File: config.mk
export PLATFORM = sky130hd
export DESIGN_NAME = counter_369_monitor
export DESIGN_NICKNAME = d
export VERILOG_FILES = /design/src/rtl/counter_369_monitor_pkg.sv /design/src/rtl/counter_369_monitor_sat_counter.sv /design/src/rtl/counter_369_monitor.sv
export SDC_FILE = /design/constraint.sdc
export NUM_CORES = 1
export LEC_CHECK = 0
export ABC_AREA = 1
export CAP_MARGIN = 20
export CORE_MARGIN = 3
export CORE_UTILIZATION = 30
export DETAILED_ROUTE_END_ITERATION = 8
export DONT_BUFFER_PORTS = 1
export PLACE_DENSITY = 0.51
export SETUP_SLACK_MARGIN = 0.1
export SYNTH_ARGS = -nofsm -noshare
export SYNTH_HDL_FRONTEND = slang
export SYNTH_SLANG_ARGS = --single-unit
File: constraint.sdc
create_clock -name clk -period 1.4 [get_ports clk]
set_input_delay 0.28 -clock clk [delete_from_list [all_inputs] [get_ports clk]]
set_output_delay 0.28 -clock clk [all_outputs]
set_load 0.05 [all_outputs]
File: src/rtl/counter_369_monitor_pkg.sv
// Shared types, constants and transition table for the 369 count stream.
// Used by the monitor RTL and by the counter-side benches.
package counter_369_monitor_pkg;

  typedef enum logic [1:0] {
    HUNT   = 2'd0,
    TRACK  = 2'd1,
    LOCKED = 2'd2
  } mon_state_t;

  localparam logic [3:0] V0  = 4'd0;
  localparam logic [3:0] V3  = 4'd3;
  localparam logic [3:0] V6  = 4'd6;
  localparam logic [3:0] V9  = 4'd9;
  localparam logic [3:0] V13 = 4'd13;

  typedef struct packed {
    logic       legal;
    logic [3:0] nxt;
  } succ_t;

  function automatic succ_t succ_369(input logic [3:0] v);
    succ_t r;
    r.legal = 1'b1;
    r.nxt   = V0;
    case (v)
      V0:      r.nxt = V3;
      V3:      r.nxt = V6;
      V6:      r.nxt = V9;
      V9:      r.nxt = V13;
      V13:     r.nxt = V6;
      default: r.legal = 1'b0;
    endcase
    return r;
  endfunction

  function automatic logic legal_369(input logic [3:0] v);
    return v inside {V0, V3, V6, V9, V13};
  endfunction

endpackage

File: src/rtl/counter_369_monitor_sat_counter.sv
// Saturating up-counter with synchronous clear.
// Clear wins over increment; holds at all-ones.
module sat_counter #(
  parameter int WIDTH = 8
) (
  input  logic             clk,
  input  logic             clear,
  input  logic             inc,
  output logic [WIDTH-1:0] cnt
);

  logic [WIDTH-1:0] cnt_q;
  logic [WIDTH-1:0] cnt_d;

  always_comb begin
    cnt_d = cnt_q;
    if (clear)
      cnt_d = '0;
    else if (inc && (cnt_q != '1))
      cnt_d = cnt_q + 1'b1;
  end

  always_ff @(posedge clk)
    cnt_q <= cnt_d;

  assign cnt = cnt_q;

endmodule

File: src/rtl/counter_369_monitor.sv
// Receive-side monitor for the 369 count stream: locks onto the
// sequence, flags bad samples, counts locked errors, pulses clap.
import counter_369_monitor_pkg::*;

module counter_369_monitor #(
  parameter int LOCK_LEN = 2,
  parameter int ERR_W    = 8
) (
  input  logic             clk,
  input  logic             reset,
  input  logic             valid,
  input  logic [3:0]       count,
  output logic             locked,
  output logic [3:0]       expected,
  output logic             clap,
  output logic             mismatch,
  output logic [ERR_W-1:0] err_cnt
);

  localparam logic [2:0] LOCK_N = 3'(LOCK_LEN);

  mon_state_t state_q, state_d;
  logic [3:0] prev_q, prev_d;
  logic [2:0] match_q, match_d;
  logic       clap_q, clap_d;
  logic       mm_q, mm_d;
  logic       err_inc;

  succ_t      ref_s;
  logic       in_legal;
  logic       in_seq;
  logic [2:0] match_inc;

  always_comb begin
    ref_s     = succ_369(prev_q);
    in_legal  = legal_369(count);
    in_seq    = ref_s.legal && (count == ref_s.nxt);
    match_inc = match_q + 3'd1;
  end

  always_ff @(posedge clk) begin
    if (reset) begin
      state_q <= HUNT;
      prev_q  <= V0;
      match_q <= 3'd0;
      clap_q  <= 1'b0;
      mm_q    <= 1'b0;
    end else begin
      state_q <= state_d;
      prev_q  <= prev_d;
      match_q <= match_d;
      clap_q  <= clap_d;
      mm_q    <= mm_d;
    end
  end

  always_comb begin
    state_d = state_q;
    prev_d  = prev_q;
    match_d = match_q;
    clap_d  = 1'b0;
    mm_d    = 1'b0;
    err_inc = 1'b0;
    if (valid) begin
      clap_d = in_legal && (count != V0);
      unique case (state_q)
        HUNT: begin
          if (in_legal) begin
            prev_d  = count;
            match_d = 3'd0;
            state_d = TRACK;
          end else begin
            mm_d = 1'b1;
          end
        end
        TRACK: begin
          unique case (1'b1)
            !in_legal: begin
              mm_d    = 1'b1;
              state_d = HUNT;
            end
            in_seq: begin
              prev_d  = count;
              match_d = match_inc;
              if (match_inc == LOCK_N)
                state_d = LOCKED;
            end
            default: begin
              mm_d    = 1'b1;
              prev_d  = count;
              match_d = 3'd0;
            end
          endcase
        end
        LOCKED: begin
          unique case (1'b1)
            !in_legal: begin
              mm_d    = 1'b1;
              err_inc = 1'b1;
              state_d = HUNT;
            end
            in_seq: begin
              prev_d = count;
            end
            default: begin
              mm_d    = 1'b1;
              err_inc = 1'b1;
              prev_d  = count;
              match_d = 3'd0;
              state_d = TRACK;
            end
          endcase
        end
        default: state_d = HUNT;
      endcase
    end
  end

  always_comb begin
    locked   = (state_q == LOCKED);
    expected = (state_q == HUNT) ? V0 : ref_s.nxt;
    clap     = clap_q;
    mismatch = mm_q;
  end

  sat_counter #(
    .WIDTH(ERR_W)
  ) u_err_cnt (
    .clk  (clk),
    .clear(reset),
    .inc  (err_inc),
    .cnt  (err_cnt)
  );

endmodule
# Word level (Yosys, flattened, before mapping)
# Index checks and enable logic that the tools add are counted.
# classes
eq_ne	19
add_sub_neg	2
n_bitwise	1
n_reduce_logical	19
n_mux	17
# op_table
operator	count
$eq 4x4->1 const B	4
$pmux 4 s4	1
$reduce_and 5->1	2
$pmux 3 s3	1
$add 8x1->8 const B	1
$eq 4x2->1 const B	2
$eq 4x3->1 const B	2
$logic_not 4->1	2
$ne 2x2->1 const B	4
$ne 8x8->1 const B	1
$pmux 2 s2	2
$reduce_or 2->1	4
$mux 3	2
$ne 3x3->1 const B	2
$pmux 2 s3	1
$pmux 3 s2	1
$mux 1	5
$reduce_bool 5->1	1
$reduce_or 5->1	1
$eq 4x4->1	1
$mux 2	2
$mux 4	1
$reduce_bool 4->1	1
$add 3x1->3 const B	1
11 further kinds	13
# word_totals
wordCells	64
reg_bits	19
output_inout_bits	15
input_bits	7

# Longest topological paths before layout
# Gate-level depths: netlist of run 1.
# depth
ltp_word	9
depth_mapped	14
depth_no_buf	14

# Modules after synthesis
# From an unflattened synthesis of run 1, not the netlist that was laid out.
# unflattened
hier_cells	210
area_unflattened_um2	1408.9
# modules_own_cells
mod	seq_area_each_um2	cells_each	n_inst	area_per_inst_um2
counter_369_monitor	220.2	133	1	924.6
sat_counter	160.2	77	1	484.2

# Least setup slack after synthesis of run 1
# Ideal clock, no wire load.
# synth_timing
path_type	reg-to-reg
startpoint	register state_q[0]
endpoint	register u_err_cnt.cnt_q[2] (netlist: u_err_cnt.cnt[2])
path_stages_with_launch	9
setup_ns	0.116
arrival_ns	1.787
setup_slack_ns	-0.502
period_less_slack_ns	1.902
n_path_buf	0
required_time_ns	1.284
cell_sequence	dfxtp_1 -> inv_1 -> ha_1 -> inv_1 -> nor3_1 -> nand2_4 -> inv_4 -> nand3_1 -> and3_1
# synth_between
elab_chain_cells	4
# synth_lines
element	line_no	source
start, declared	counter_369_monitor.sv:22	mon_state_t state_q, state_d;
start signal, assigned	counter_369_monitor.sv:49	state_q <= state_d;
$eq 2x2->1	n/a	
via locked	counter_369_monitor.sv:13	output logic locked,
$mux 1	counter_369_monitor.sv:66	unique case (state_q)
$mux 1	counter_369_monitor.sv:64	if (valid) begin
$logic_and 1x1->1	counter_369_monitor_sat_counter.sv:19	else if (inc && (cnt_q != '1))
end signal, assigned	counter_369_monitor_sat_counter.sv:24	cnt_q <= cnt_d;
end, declared	counter_369_monitor_sat_counter.sv:12	logic [WIDTH-1:0] cnt_q;
# The timed path passes the listed nets, and every way through them passes these cells.
# A chain may end at the register's enable or synchronous reset.

# Final worst setup path of run 1
# layout_timing
startpoint	register prev_q[1]
endpoint	output port expected[1]
# layout_between
elab_chain_cells	4
elab_cells_between_ends	8
classes_between	4 x eq/ne; 2 x mux; 2 x reduce/logical
# layout_lines
element	line_no	source
start, declared	counter_369_monitor.sv:23	logic [3:0] prev_q, prev_d;
start signal, assigned	counter_369_monitor.sv:50	prev_q <= prev_d;
$eq 4x4->1 / $eq 4x2->1 (equally long branches)	counter_369_monitor_pkg.sv:26	case (v)
$reduce_or 2->1 (no line)	n/a	
$pmux 4 s4 *	counter_369_monitor_pkg.sv:26	
$mux 4 *	counter_369_monitor.sv:121	expected = (state_q == HUNT) ? V0 : ref_s.nxt;
end, declared	counter_369_monitor.sv:14	output logic [3:0] expected,
# Mark *: on every way between the ends. The rest lies on a longest branch, timed or not.

==> results.md, run 1 <==
* Int Power at approximately 1100 µW
* Comb pwr share at roughly 45%
* Most frequent CP cell: nand2_4
* Seq/Total Area, Yosys at 28.8%
* Final WL at roughly 3500 µm
* Port Buf Inserts at 0
* FP Rows at 23
* Remaining global-route overflow at 0
* Setup ws final at -0.254 ns
* CP Capture Type: output port
* Antenna-violating nets left at 0
* Critical Path Max Stage Delay at between 0.3 and 0.4 ns
* Ys Warns at 0
* # IOs at 22
* Setup TNS at -3.40 ns
* Clock skew at around 0.012 ns
* Crit-path cells: nand2_2 -> inv_2 -> nand2_4 -> nand3_4 -> buf_6 -> nand2_4 -> clkinvlp_4
* VDD IR max at around 0.67 mV
* 1st-iter DRT viols at 57
* Leakage power at 0.000949 µW
* Switching Power at 788 µW
* P&R area growth vs syn at 59.6%
* Slew margin rel. at 68.4%
* Failing checks: negative setup slack
* Sw Ratio at between 40% and 50%
* Post-CTS Hold Fix Bufs at 0
* Clock share of power at between 20% and 30%
* Crit-path max FO at 7
* Fin crit period at between 1.5 and 2 ns
* Post-layout util at slightly above 50%
* First-pass GRT wire length at 5730 µm
* Drt first pass iters at 4
* Flops & latches, synth at 19
* Dpl hpwl at around 2500 µm
* Clock buffer depth at 2
* Layout cells sized above 1 at between 50% and 60%
* Vias per inst at approximately 4.8
* Vias in the first global route at around 1,200
* Syn nets at about 210
* CP required at about 1.1 ns
* Finished Layout Cells at approximately 290
* CTS tree: done
* Clock root buffer master: clkbuf_8
* CP arrival at 1.37 ns
* Synth Area per Inst at approximately 6.6 µm²
* Reg2Reg Launch Point: prev_q[0]
* Die width at 72.4 µm
* Wire per inst at 12.1 µm
* Dpl ws at -0.251 ns
* Core area at ~4000 µm²
* Worst-Margin Slew at 0.473 ns
* Worst-path clk slew at 0.08 ns
* Vias at ~1,400
* Min-delay src: reset
* Clock latency on the worst-skew pair at approximately 0.26 ns
* Max Freq at around 600 MHz
* CP Launch Point: prev_q[1]
* Largest net degree at the start of global routing at 14
* Final hold vios at 0
* RSZ-0062 raised after global routing: true
* Flop pwr share at 34.5%
* H-tree level count at 1
* GPL Wtd Cong at 0.754
* Pwr per Cell Area at between 900 and 1000 nW/µm²
* CP Class: reg -> out
* GRT Util Overall at 13.8%
* TritonCTS Buffers at 3
* Placed insts at 277
* # nets final at 250
* Antenna violations before repair at 0
* Diodes inserted at 0
* Slowest cell on crit path: dfxtp_4
* Maxcap violations at 0
* Synthesized area at 1320 µm²
* Starting Density at between 30 and 40%
* Crit path launch type: register
* Cells after Synth at between 150 and 200
* Hold Path Class: in -> reg
* Die area at between 5000 and 6000 µm²
* Max-slew violations at 0
* Endpoints failing setup at 18
* Crit share post-route at 118%
* Post-synthesis cell type count at 28
* Status: finished, violations left
* Die Ht at between 70 and 80 µm
* Clk sinks at 19
* DR DRC count at 0
sequential cells by signal, summed over array words and instances, names as in the netlist:
| register | cells |
|---|---|
| u_err_cnt.cnt | 8 |
| prev_q | 4 |
| match_q | 3 |
| state_q | 2 |
| clap | 1 |
| mismatch | 1 |
Yosys cell counts:
master	instances	area [µm²]
nor2_1	14	52.6
dfxtp_1	19	380
o21ai_1	4	20.0
nor3_1	6	30.0
inv_2	3	11.3
clkbuf_1	1	3.75
ha_1	7	87.6
nor2_4	2	22.5
nor2_2	6	37.5
inv_1	30	113
nand2_4	3	33.8
o21ai_0	11	55.1
nand4_2	1	12.5
nor4_1	2	12.5
o211ai_1	1	7.51
nand4_1	3	18.8
clkinv_1	1	3.75
xnor2_1	2	17.5
nand2_2	6	37.5
nand3_1	12	60.1
and3_1	1	6.26
a21oi_1	15	75.1
xor2_1	2	17.5
xnor2_2	1	16.3
nand3_2	1	10.0
inv_4	1	6.26
nand2_1	43	161
nor3b_2	1	12.5
layout by cell type (no fill, tap or decap), types with 9 or more instances in the layout:
cell type   n
buf_4      22
dfxtp_4     9
nand2_1    23
nor2_1     11
inv_1      23
nand3_1     9
a21oi_1     9
nor2_4      9
nand2_2    18
nand2_4    10
power groups by stage:
| stage | logic [µW] | registers [µW] | clock network (µW) |
|---|---|---|---|
| 6_report | 871 | 662 | 384 |
| 5_1_grt | 950 | 670 | 418 |
| 4_1_cts | 809 | 657 | 400 |
| 3_5_place_dp | 661 | 665 | 0 |
| 3_3_place_gp | 659 | 665 | 0 |
| 2_1_floorplan | 473 | 676 | 0 |
critical path: cells and delay by family (launching register included):
kind / cells / cell delay [ns]
buffers and inverters: 3 / 0.40
DFF: 1 / 0.38
and+or+nand+nor: 4 / 0.33
metal layers:
layer	global-route usage [%]	part of all wire [%]	up-vias
met3	4.16	4.3	2
met2	22.6	50	26
met1	18.4	46	628
met4	1.84	0.43	0
met5	0	0	-
li1	-	-	711
timing repair:
item / in CTS / in global routing
buffers inserted: 0 / 3
endpoints found under the setup margin: 20 / 20
gates cloned: 1 / 0
gates resized for setup: 46 / 33
pin swaps: 12 / 15
path summary, 6_finish.rpt:
path / to / slack, ns / depth (start not counted)
worst max-delay path: expected[1] / -0.25 / 7
worst min-delay path: u_err_cnt.cnt[3] / 0.06 / 1
worst max register to register: state_q[1] / -0.24 / 10
worst min register to register: match_q[2] / 0.53 / 4
kinds of logic (layout without fill, tap and decap cells):
| logic type | Yosys count | in the layout | share of synthesized area [%] |
|---|---|---|---|
| flops | 19 | 19 | 28.8 |
| compound gates | 31 | 31 | 11.9 |
| buf+inv | 36 | 71 | 10.4 |
| simple gates | 101 | 102 | 38.4 |
| xor+xnor | 5 | 5 | 3.88 |
| fa+ha+maj | 7 | 7 | 6.62 |
layout make-up:
cell class                 instances  area [µm²]
sequential                        19         420
clock buffer                       3        41.3
timing repair buffer              32         308
tap                               50        62.6
multi-input combinational        145        1120
inverter                          35         149
clock inverter                     1        5.00
fill                             406        2000
metrics by stage:
stage	area (µm²)	power (µW)	hold slack (ns)
floorplan	1410	1150	0.339
global placement	1710	1320	0.343
detailed placement	1710	1330	0.343
CTS	1960	1870	0.0597
global route	2110	2040	0.0470
finish	2110	1920	0.0591
Note: power is estimated with default switching activity, not from simulation.
==> inputs of run 2 (changes only) <==
--- a/config.mk
+++ b/config.mk
@@ -6,7 +6,7 @@
 export NUM_CORES = 1
 export LEC_CHECK = 0
 export ABC_AREA = 1
-export CAP_MARGIN = 20
+export CAP_MARGIN = 10
 export CORE_MARGIN = 3
 export CORE_UTILIZATION = 30
 export DETAILED_ROUTE_END_ITERATION = 8
==> results of run 2 <==
Same layout as run 1: the final DEF is identical, and so are final timing and power.
==> inputs of run 3 (changes only) <==
--- a/config.mk
+++ b/config.mk
@@ -9,6 +9,7 @@
 export CAP_MARGIN = 10
 export CORE_MARGIN = 3
 export CORE_UTILIZATION = 30
+export CTS_CLUSTER_DIAMETER = 200
 export DETAILED_ROUTE_END_ITERATION = 8
 export DONT_BUFFER_PORTS = 1
 export PLACE_DENSITY = 0.51
==> results of run 3 <==
Same layout as run 1: the final DEF is identical, and so are final timing and power.
